<file path="src/rtl/stream_mux_pkg.sv">
// Shared types and helpers for the round-robin stream multiplexer.
package stream_mux_pkg;

    typedef enum logic {
        ARB_IDLE,
        ARB_LOCKED
    } arb_state_t;

    // A channel index needs at least one bit, even for two channels.
    function automatic int ch_w(input int n);
        return (n > 2) ? $clog2(n) : 1;
    endfunction

endpackage

</file>
<file path="src/rtl/rr_arbiter.sv">
// Combinational rotate-priority encoder: the first requester after ptr wins.
module rr_arbiter
    import stream_mux_pkg::*;
#(
    parameter  int N  = 4,
    localparam int CW = ch_w(N)
) (
    input  logic [N-1:0]  req,
    input  logic [CW-1:0] ptr,
    output logic [CW-1:0] gnt_idx,
    output logic          gnt_vld
);

    logic [CW:0]   sum;
    logic [CW-1:0] idx;

    // The loop runs from the farthest offset down to the nearest, so the
    // last hit to be written is the closest requester after ptr.
    always_comb begin
        gnt_idx = '0;
        gnt_vld = |req;
        sum     = '0;
        idx     = '0;
        for (int off = N; off >= 1; off--) begin
            sum = (CW+1)'(ptr) + (CW+1)'(off);
            if (sum >= (CW+1)'(N)) sum = sum - (CW+1)'(N);
            idx = sum[CW-1:0];
            if (req[idx]) gnt_idx = idx;
        end
    end

endmodule

</file>
<file path="src/rtl/stream_mux_rr.sv">
// N-channel valid/ready stream mux with round-robin or forced selection,
// optional packet locking, and a single registered output stage.
module stream_mux_rr
    import stream_mux_pkg::*;
#(
    parameter  int N_CH     = 4,
    parameter  int DATA_W   = 8,
    parameter  bit LOCK_PKT = 1'b1,
    localparam int CH_W     = ch_w(N_CH)
) (
    input  logic                     clk,
    input  logic                     rst_n,
    input  logic [N_CH*DATA_W-1:0]   in_data,
    input  logic [N_CH-1:0]          in_valid,
    input  logic [N_CH-1:0]          in_last,
    output logic [N_CH-1:0]          in_ready,
    input  logic                     force_en,
    input  logic [CH_W-1:0]          force_sel,
    output logic [DATA_W-1:0]        out_data,
    output logic                     out_valid,
    output logic                     out_last,
    output logic [CH_W-1:0]          out_ch,
    input  logic                     out_ready
);

    logic [N_CH-1:0][DATA_W-1:0] in_lanes;
    assign in_lanes = in_data;

    arb_state_t          state_q, state_d;
    logic [CH_W-1:0]     rr_ptr_q, rr_ptr_d;
    logic [CH_W-1:0]     lock_ch_q, lock_ch_d;
    logic [DATA_W-1:0]   out_data_q, out_data_d;
    logic                out_valid_q, out_valid_d;
    logic                out_last_q, out_last_d;
    logic [CH_W-1:0]     out_ch_q, out_ch_d;

    logic [CH_W-1:0]     rr_gnt;
    logic                rr_vld;
    logic [CH_W-1:0]     grant;
    logic                grant_vld;
    logic                load_ok;
    logic                accept;
    logic                beat_last;

    rr_arbiter #(.N(N_CH)) u_arb (
        .req     (in_valid),
        .ptr     (rr_ptr_q),
        .gnt_idx (rr_gnt),
        .gnt_vld (rr_vld)
    );

    // rst_n gating keeps in_ready low while reset is held.
    assign load_ok = rst_n && (!out_valid_q || out_ready);

    always_comb begin
        grant     = rr_gnt;
        grant_vld = rr_vld;
        if (state_q == ARB_LOCKED) begin
            grant     = lock_ch_q;
            grant_vld = in_valid[lock_ch_q];
        end else if (force_en) begin
            grant     = force_sel;
            grant_vld = (int'(force_sel) < N_CH) && in_valid[force_sel];
        end
    end

    assign accept    = load_ok && grant_vld;
    assign beat_last = in_last[grant];

    for (genvar g = 0; g < N_CH; g++) begin : g_rdy
        assign in_ready[g] = accept && (grant == CH_W'(g));
    end

    always_comb begin
        state_d     = state_q;
        rr_ptr_d    = rr_ptr_q;
        lock_ch_d   = lock_ch_q;
        out_data_d  = out_data_q;
        out_valid_d = out_valid_q;
        out_last_d  = out_last_q;
        out_ch_d    = out_ch_q;

        if (accept) begin
            out_data_d  = in_lanes[grant];
            out_valid_d = 1'b1;
            out_last_d  = beat_last;
            out_ch_d    = grant;
            // Pointer advances at packet end so the next packet rotates on.
            if (!LOCK_PKT || beat_last) rr_ptr_d = grant;
            if (LOCK_PKT) begin
                if (state_q == ARB_IDLE && !beat_last) begin
                    state_d   = ARB_LOCKED;
                    lock_ch_d = grant;
                end else if (state_q == ARB_LOCKED && beat_last) begin
                    state_d = ARB_IDLE;
                end
            end
        end else if (out_ready) begin
            out_valid_d = 1'b0;
        end
    end

    always_ff @(posedge clk or negedge rst_n) begin
        if (!rst_n) begin
            state_q     <= ARB_IDLE;
            rr_ptr_q    <= CH_W'(N_CH - 1);
            lock_ch_q   <= '0;
            out_data_q  <= '0;
            out_valid_q <= 1'b0;
            out_last_q  <= 1'b0;
            out_ch_q    <= '0;
        end else begin
            state_q     <= state_d;
            rr_ptr_q    <= rr_ptr_d;
            lock_ch_q   <= lock_ch_d;
            out_data_q  <= out_data_d;
            out_valid_q <= out_valid_d;
            out_last_q  <= out_last_d;
            out_ch_q    <= out_ch_d;
        end
    end

    assign out_data  = out_data_q;
    assign out_valid = out_valid_q;
    assign out_last  = out_last_q;
    assign out_ch    = out_ch_q;

endmodule
</file>
<file path="config.mk">
export PLATFORM = sky130hd
export DESIGN_NAME = stream_mux_rr
export DESIGN_NICKNAME = d
export VERILOG_FILES = /design/src/rtl/stream_mux_pkg.sv /design/src/rtl/rr_arbiter.sv /design/src/rtl/stream_mux_rr.sv
export SDC_FILE = /design/constraint.sdc
export NUM_CORES = 1
export LEC_CHECK = 0
export CORE_ASPECT_RATIO = 0.9
export CORE_MARGIN = 5
export CORE_UTILIZATION = 35
export DETAILED_ROUTE_END_ITERATION = 7
export MAX_ROUTING_LAYER = met4
export PLACE_DENSITY = 0.71
export SYNTH_ARGS = -nofsm -noshare
export SYNTH_HDL_FRONTEND = slang
export SYNTH_SLANG_ARGS = --single-unit
export TNS_END_PERCENT = 1
</file>
<file path="constraint.sdc">
create_clock -name clk -period 3.2 [get_ports clk]
set_input_delay 0.64 -clock clk [delete_from_list [all_inputs] [get_ports clk]]
set_output_delay 0.64 -clock clk [all_outputs]
set_load 0.005 [all_outputs]
</file>
==> results.cfg, run 1 <==
[clocking]
cts_hold_buffers = 0
cts.sinks = 17
ctsLongestPathBuffers = 2
clock-root-buffer = clkbuf_8
htreeDepth = 1
numCtsBuffers = 3
cts_tree = built
clkTransAtPathRegs_ns = 0.06
clk_latency_ns = 0.25

[timing]
hold_viol_final = 0
slew_violations = 0
timing.fmax_mhz = 324
max_slew_margin = 0.727
rsz0062_at_grt = false
period_share = 0.965
finalSetupViolCount = 0
worst_slew_pin_slew_ns = 0.406
skew_ns = 0.00272
min_period_ns = 3.09

[worst_setup_path]
reg2reg_depth = 9
cp_max_fo = 5
worstPathRequired_ns = 2.56
cp_data_arrival_time_ns = 2.45
r2r_slack_ns = 0.64
endpoint = in_ready[1]
path_class = primary input to output port
worst_setup_path_end_kind = output port
critPathLaunch = force_sel[1]
reg2reg_to = lock_ch_q[0]
cp-start-kind = primary input
rr_startpoint = rr_ptr_q[0]

[synthesis]
ys_ff_latch = 17
yosysSeqAreaShare = 0.340
synthDistinctLibCells = 43
synth_xor_area_frac = 0
yosys.area_share.simple = 0.205
synth-compound-area-share = 0.192
syn-instance-count = 127
synth-adder-area-share = 0.00993
ys.flop_type = dfrtp_1
synth_top_family_by_area = simple AND/OR/NAND/NOR gates
synthMuxAreaShare = 0.191
synth_fp_nets = 174
async_reset_ff_frac = 1.00
yosys_warnings = 0
syn-cell-area_um2 = 1260
syn_avg_cell_area_um2 = 9.92
synth_edf_count = 0

[die]
rows = 20
die_area_um2 = 4900
dieWidth_um = 73.2
ioPinCount = 62
coreArea_um2 = 3430
dieHeight_um = 66.9
start_util = 0.368

[cells_and_area]
fin_area_um2 = 2030
layout_commonest_cell = clkdlybuf4s50_1
final_cell_mix = clkdlybuf4s50_1 (53), mux2i_1 (18), buf_4 (18)
antenna_cells = 0
syn2layout_area_growth_pct = 61.3
final_nets = 250
final.fill_count = 274
multi_input_area_um2 = 752
drive_above_1_share = 0.188
regArea_um2 = 428

[place]
place_area_um2 = 1970
gp_congestion = 0.846
hpwl_um = 3150
io_buffers = 61

[global_route]
overflow = 0
grt_max_degree = 18
grt_pass1_vias = 1295
grt_pass1_wl_um = 6000
antenna_found_initial = 0
grt_usage = 0.165

[drt]
drt.antenna.violating_nets = 0
drc = 0
drt-initial-drc-count = 39
firstDrtPassIters = 4
routedWlPerCell_um = 15.3
wirelength_um = 3760
dr_total_vias = 1253
viasPerCell = 5.09

[hold_path]
hp-class = flip-flop to flip-flop

[pwr]
seqPwrFrac = 0.290
vdd_ir_drop_max_mv = 0.457
leakage_nw = 0.905
clockPowerShare = 0.110
intPower_uw = 906
power_frac_comb = 0.600
power_density_nw_per_um2 = 708
p_switching_uw = 533
power_mw = 1.44
switching_share = 0.370

[run]
cap_violations = 0

[run_status]
outcome = finished clean
==> state kept, by name, summed over array words and instances (netlist names) <==
signal and count:
state_q 1, lock_ch_q 2, out_ch 2, out_data 8, rr_ptr_q 2, out_last 1, out_valid 1
==> Yosys cell counts (2+ instances only) <==
cell       count  area share
and3_1         2      0.0099
o21ai_0        6       0.024
and2_1         2      0.0099
nand2b_1       3       0.015
a221oi_1      10       0.070
nand2_1        9       0.027
nor3_1         2      0.0079
dfrtp_1       15        0.30
buf_6          3       0.027
dfstp_2        2       0.042
nand3b_1       3       0.018
a21oi_1        4       0.016
nor2_1        15       0.045
mux2i_1       18        0.14
mux2_2         2       0.018
buf_2          2      0.0079
inv_1          2      0.0060
o2bb2ai_1      2       0.014
==> metal layers <==
metal | vias to the layer above | track usage | share of wire
met5 | - | - | 0
met4 | 0 | 0.0346 | 0.010
met3 | 4 | 0.0332 | 0.046
met2 | 30 | 0.283 | 0.52
met1 | 585 | 0.198 | 0.43
li1 | 634 | - | -
==> critical path, stage by stage <==
cell and delay (ns):
clkdlybuf4s50_1 0.50, mux4_2 0.21, nor3b_2 0.05, nor3_2 0.32
and3_1 0.20, clkdlybuf4s50_1 0.52
==> area by class of cell <==
class | instances | share of cell area
inverter | 2 | 0.00369
clock buffer | 3 | 0.0203
tap | 44 | 0.0271
clock inverter | 1 | 0.00246
sequential | 17 | 0.211
timing repair buffer | 79 | 0.366
multi-input combinational | 100 | 0.370
==> power by group through the flow <==
| stage | Sequential (mW) | Combinational [mW] | Clock (mW) |
|---|---|---|---|
| 3_5_place_dp | 0.422 | 0.864 | 0 |
| 4_1_cts | 0.419 | 0.877 | 0.164 |
| 5_1_grt | 0.438 | 0.951 | 0.176 |
| 6_report | 0.418 | 0.863 | 0.158 |
| 3_3_place_gp | 0.417 | 0.845 | 0 |
| 2_1_floorplan | 0.389 | 0.556 | 0 |
==> worst min path at each step <==
stage	from	endpoint	slack, ns	cells past startpoint
after detailed placement	out_last	out_last	0.47	2
final	out_last	out_last	0.51	2
after global routing	out_last	out_last	0.51	2
after CTS	out_last	out_last	0.50	2
after floorplan	rst_n	lock_ch_q[0]	0.34	0
after global placement	out_ch[1]	out_ch[1]	0.48	2
==> stage by stage <==
stage / worst slack [ns] / hold slack (ns) / setup TNS (ns) / instances / utilization
global placement: -0.182 / 0.476 / -0.533 / 240 / 0.576
detailed placement: -0.237 / 0.470 / -0.799 / 240 / 0.576
global route: 0.0355 / 0.511 / 0 / 246 / 0.593
finish: 0.113 / 0.508 / 0 / 246 / 0.593
CTS: 0.0135 / 0.500 / 0 / 246 / 0.591
floorplan: 0.717 / 0.344 / 0 / 127 / -
==> cells by family (layout without fill, tap and decap cells) <==
family / Yosys count / after routing
flops: 17 / 17
compound gates: 30 / 30
buf+inv: 10 / 85
simple gates: 47 / 47
fa+ha+maj: 1 / 1
mux: 22 / 22
==> what timing repair did <==
action | 4_1_cts | 5_1_grt
buffers inserted | 2 | 0
pin swaps | 2 | 2
endpoints found under the setup margin | 4 | 2
resized for setup | 6 | 3
Note: power is estimated with default switching activity, not from simulation.
==> run 2: changes to the inputs <==
GPL_ROUTABILITY_DRIVEN = 0   (was unset)
PLACE_DENSITY = 0.7   (was 0.71)
==> run 2 against run 1 <==
Largest cell class unchanged. Routed wire length rose by 1.0%. Die area did not move. Global-route usage fell by 0.38 points. Core utilization rose by 0.44 points. Highest routed layer unchanged. Sequential cell count did not move.
==> results.cfg, run 2 (synthesis results as in run 1) <==
[worst_setup_path]
r2r_slack_ns = 0.60
cp_num_buf_inv = 2
critical-path-top-delay-family = buffers and inverters
reg2reg_to = lock_ch_q[0]
cp_data_arrival_time_ns = 2.50
cpMaxStageDelayCell = clkdlybuf4s50_1
worst_setup_path_end_kind = output port
cp_cell_sequence = dlygate4sd2_1 > o211ai_1 > nand2_2 > o311a_4 > nand2b_4 > nor3_2 > clkdlybuf4s50_1
cp-start-kind = primary input
path_class = primary input to output port
crit_cells = 7
reg2reg_depth = 9
cp_max_fo = 7
endpoint = in_ready[2]
worst_path_largest_cell_delay_ns = 0.53
rr_startpoint = rr_ptr_q[0]
worstPathRequired_ns = 2.56
critPathLaunch = in_valid[0]

[cells_and_area]
syn2layout_area_growth_pct = 62.5
fin_cells = 246
final_nets = 250
largest_register_ffs = 8
final.fill_count = 288
antenna_cells = 0
drive_above_1_share = 0.203
fin_area_um2 = 2050
final_core_util = 0.597
layout_commonest_cell = clkdlybuf4s50_1
final_cell_mix = clkdlybuf4s50_1 (53), mux2i_1 (18), buf_4 (18)

[timing]
max_slew_margin = 0.763
finalSetupTns_ns = 0
timing.hold.ws_ns = 0.507
slew_violations = 0
hold_viol_final = 0
timing.fmax_mhz = 319
rsz0062_at_grt = true
setup_ws_ns = 0.0648
finalSetupViolCount = 0
period_share = 0.980
worst_slew_pin_slew_ns = 0.352
min_period_ns = 3.14
skew_ns = 0.00207

[global_route]
grt_util_met2 = 0.267
gr-max-usage-layer = met2
grt_usage = 0.161
grt_pass1_vias = 1261
overflow = 0
use_met1 = 0.199
grt_max_degree = 18
use_met3 = 0.0392
grt_pass1_wl_um = 5980
antenna_found_initial = 0

[place]
dpl.cell_count = 241
place_area_um2 = 1980
dp_slack_ns = -0.295
io_buffers = 61
hpwl_um = 3250

[die]
dieHeight_um = 66.9
start_util = 0.368
coreArea_um2 = 3430
ioPinCount = 62
die_area_um2 = 4900
dieWidth_um = 73.2
rows = 20

[drt]
dr_total_vias = 1238
drt-initial-drc-count = 28
viasPerCell = 5.03
routedWlPerCell_um = 15.4
firstDrtPassIters = 4
drt.antenna.violating_nets = 0
drc = 0
wirelength_um = 3800

[clocking]
cts_tree = built
cts.sinks = 17
numCtsBuffers = 3
clkTransAtPathRegs_ns = 0.06
clk_latency_ns = 0.25
htreeDepth = 1
clock-root-buffer = clkbuf_8
ctsLongestPathBuffers = 2

[pwr]
leakage_nw = 0.911
power_density_nw_per_um2 = 715
power_mw = 1.46
vdd_ir_drop_max_mv = 0.621

[run_status]
outcome = finished clean

[run]
cap_violations = 0

[hold_path]
hp-class = flip-flop to flip-flop
==> run 2: cell counts in the layout (fill, tap and decap cells not counted) <==
No cell type changed its count.
==> run 2: layer usage <==
| metal | vias up | wire (µm) |
|---|---|---|
| li1 | 628 | - |
| met1 | 579 | 1620 |
| met2 | 27 | 1960 |
| met3 | 4 | 172 |
| met4 | 0 | 45 |
| met5 | - | 0 |
==> run 2: worst min-delay path by stage <==
stage,startpoint,end,slack (ns),depth (start not counted)
finish,out_last,out_last,0.51,2
global placement,out_last,out_last,0.48,2
detailed placement,out_last,out_last,0.47,2
floorplan,rst_n,lock_ch_q[0],0.34,0
global route,out_last,out_last,0.55,2
CTS,out_last,out_last,0.51,2
==> run 2: tightest hold or removal path: cells and delay by family (launching register included) <==
kind | cells | cell delay, ns
AO/OA/AOI/OAI | 1 | 0.07
AND/OR/NAND/NOR | 1 | 0.05
flip-flops | 1 | 0.35
==> run 2: cell type report <==
class                           count  area, µm²  share of cell area
Multi-Input combinational cell    100        767               0.375
Timing Repair Buffer               79        743               0.363
Sequential cell                    17        428               0.209
Tap cell                           44       55.1              0.0269
Clock buffer                        3       41.3              0.0202
Inverter                            2       7.51             0.00367
Clock inverter                      1       5.00             0.00244
==> run 2: power by group <==
| part | internal, mW | switching (mW) | leakage, nW | total [mW] |
|---|---|---|---|---|
| Combinational | 0.509 | 0.376 | 0.691 | 0.885 |
| Sequential | 0.325 | 0.0994 | 0.195 | 0.424 |
| Clock | 0.0862 | 0.0696 | 0.0255 | 0.156 |
==> run 2: timing repair <==
action                                  4_1_cts  5_1_grt
resized for setup                             9        3
pin swaps                                     1        1
endpoints found under the hold margin         0        0
endpoints found under the setup margin        4        3
hold buffers                                  0        0
buffers inserted                              0        1
==> run 3: changes to the inputs <==
CORE_UTILIZATION = 40   (was 35)
PLACE_DENSITY = 0.79   (was 0.7)
SKIP_LAST_GASP = 1   (was unset)
==> run 3 against run 2 <==
The flow now finishes with violations (setup timing). Sequential cell count unchanged. First-iteration DRC count up 29%. Die area down 11%. Setup slack worse by 0.14 ns. Combinational power down 2%. Largest cell class unchanged. Critical path type unchanged. Register-to-register slack worse by 0.03 ns.
==> results.cfg, run 3 (synthesis results as in run 1) <==
[drt]
drt.antenna.violating_nets = 0
routed.top_layer = met4
drc = 0
viasPerCell = 5.27
wirelength_um = 3800
firstDrtPassIters = 4
dr_wl_met3_um = 134
dr_total_vias = 1287
wl_met2_um = 2020
drt-met1-wl_um = 1620
drt-initial-drc-count = 36
routedWlPerCell_um = 15.6

[timing]
rsz0062_at_grt = true
hold_viol_final = 0
worst_slew_pin_slew_ns = 0.382
finalSetupViolCount = 1
skew_ns = 0.000888
slew_violations = 0
max_slew_margin = 0.746
timing.hold.ws_ns = 0.512
setup_ws_ns = -0.0714
period_share = 1.02
timing.fmax_mhz = 306
min_period_ns = 3.27

[global_route]
grt_pass1_vias = 1251
grt_pass1_wl_um = 6270
antenna_found_initial = 0
grt_usage = 0.178
overflow = 0
grt_max_degree = 18

[worst_setup_path]
path_class = primary input to output port
critical-path-top-delay-family = buffers and inverters
rr_startpoint = rr_ptr_q[0]
cp_num_buf_inv = 3
worstPathRequired_ns = 2.56
cp_cell_sequence = clkdlybuf4s50_1 > mux4_2 > nor3b_2 > nor3_2 > buf_4 > and2_1 > nor2b_1 > dlygate4sd2_1
reg2reg_depth = 9
worst_path_largest_cell_delay_ns = 0.52
reg2reg_to = lock_ch_q[0]
cp_max_fo = 3
cpMaxStageDelayCell = mux4_2
r2r_slack_ns = 0.57
cp_data_arrival_time_ns = 2.63
worst_setup_path_end_kind = output port
cp-start-kind = primary input

[die]
die_area_um2 = 4370
dieHeight_um = 63.2
ioPinCount = 62
rows = 19
coreArea_um2 = 3040
start_util = 0.414
dieWidth_um = 69.2

[cells_and_area]
final_core_util = 0.660
regArea_um2 = 428
largest_register_ffs = 8
syn2layout_area_growth_pct = 59.3
final.fill_count = 244
final_nets = 250
fin_cells = 244
drive_above_1_share = 0.183
fin_area_um2 = 2010
multi_input_area_um2 = 752
final_cell_mix = clkdlybuf4s50_1 (54), mux2i_1 (18), buf_4 (18)
layout_commonest_cell = clkdlybuf4s50_1
antenna_cells = 0

[run_status]
outcome = finished, violations left
violations = setup timing

[clocking]
clock-root-buffer = clkbuf_4
numCtsBuffers = 3
htreeDepth = 1
clkTransAtPathRegs_ns = 0.09
ctsLongestPathBuffers = 2
cts.sinks = 17
cts_hold_buffers = 0
clk_latency_ns = 0.30
cts_tree = built

[pwr]
leakage_nw = 0.881
power_density_nw_per_um2 = 698
vdd_ir_drop_max_mv = 0.471

[run]
cap_violations = 0

[place]
io_buffers = 61
dpl.cell_count = 238
place_area_um2 = 1970
hpwl_um = 3190

[hold_path]
hold-path-endpoint = out_ch[0]
hp-class = flip-flop to flip-flop
min_path_cells = 2
hold_path_startpoint = out_ch[0]
[run 3: metal layers]
layer | global-route usage | vias to the layer above
met3 | 0.0397 | 3
met5 | - | -
met1 | 0.221 | 630
met2 | 0.305 | 28
li1 | - | 626
met4 | 0.0244 | 0
[run 3: area by class of cell]
| type | count | area share |
|---|---|---|
| well taps | 42 | 0.0262 |
| flip-flops and latches | 17 | 0.213 |
| repair buffers | 79 | 0.369 |
| multi-input cells | 100 | 0.375 |
| inverters | 2 | 0.00374 |
| clock buffers | 4 | 0.0131 |
[run 3: power breakdown]
group          total [mW]  leakage [nW]  internal, mW  switching [mW]
Clock               0.114        0.0150        0.0487          0.0655
Combinational       0.867         0.671         0.492           0.375
Sequential          0.419         0.195         0.324          0.0952
Total                1.40         0.881         0.864           0.536
[run 3: through the flow]
stage | setup TNS [ns] | power, mW | worst slack [ns]
2_1_floorplan | 0 | 0.946 | 0.717
3_3_place_gp | -0.518 | 1.25 | -0.187
3_5_place_dp | -0.900 | 1.29 | -0.308
4_1_cts | -0.241 | 1.41 | -0.125
5_1_grt | -0.192 | 1.51 | -0.150
6_report | -0.0714 | 1.40 | -0.0714
[run 3: worst max path at each step]
stage,startpoint,endpoint,slack [ns],cells after the start
after floorplan,in_valid[0],in_ready[2],0.72,7
after global placement,in_valid[3],in_ready[2],-0.19,8
after detailed placement,in_valid[3],in_ready[2],-0.31,8
after CTS,force_sel[0],in_ready[2],-0.12,8
after global routing,force_sel[0],in_ready[3],-0.15,8
final,force_sel[0],in_ready[3],-0.07,8
[run 3: worst min-delay path: stages, from the launching register on]
cell and delay (ns):
dfrtp_1 0.35, nor2_1 0.05, nor2_1 0.08
[run 3: repair_timing]
action	in CTS	in global routing
setup endpoints to repair	4	4
resized for setup	7	1
pin swaps	3	2
buffers inserted	2	0
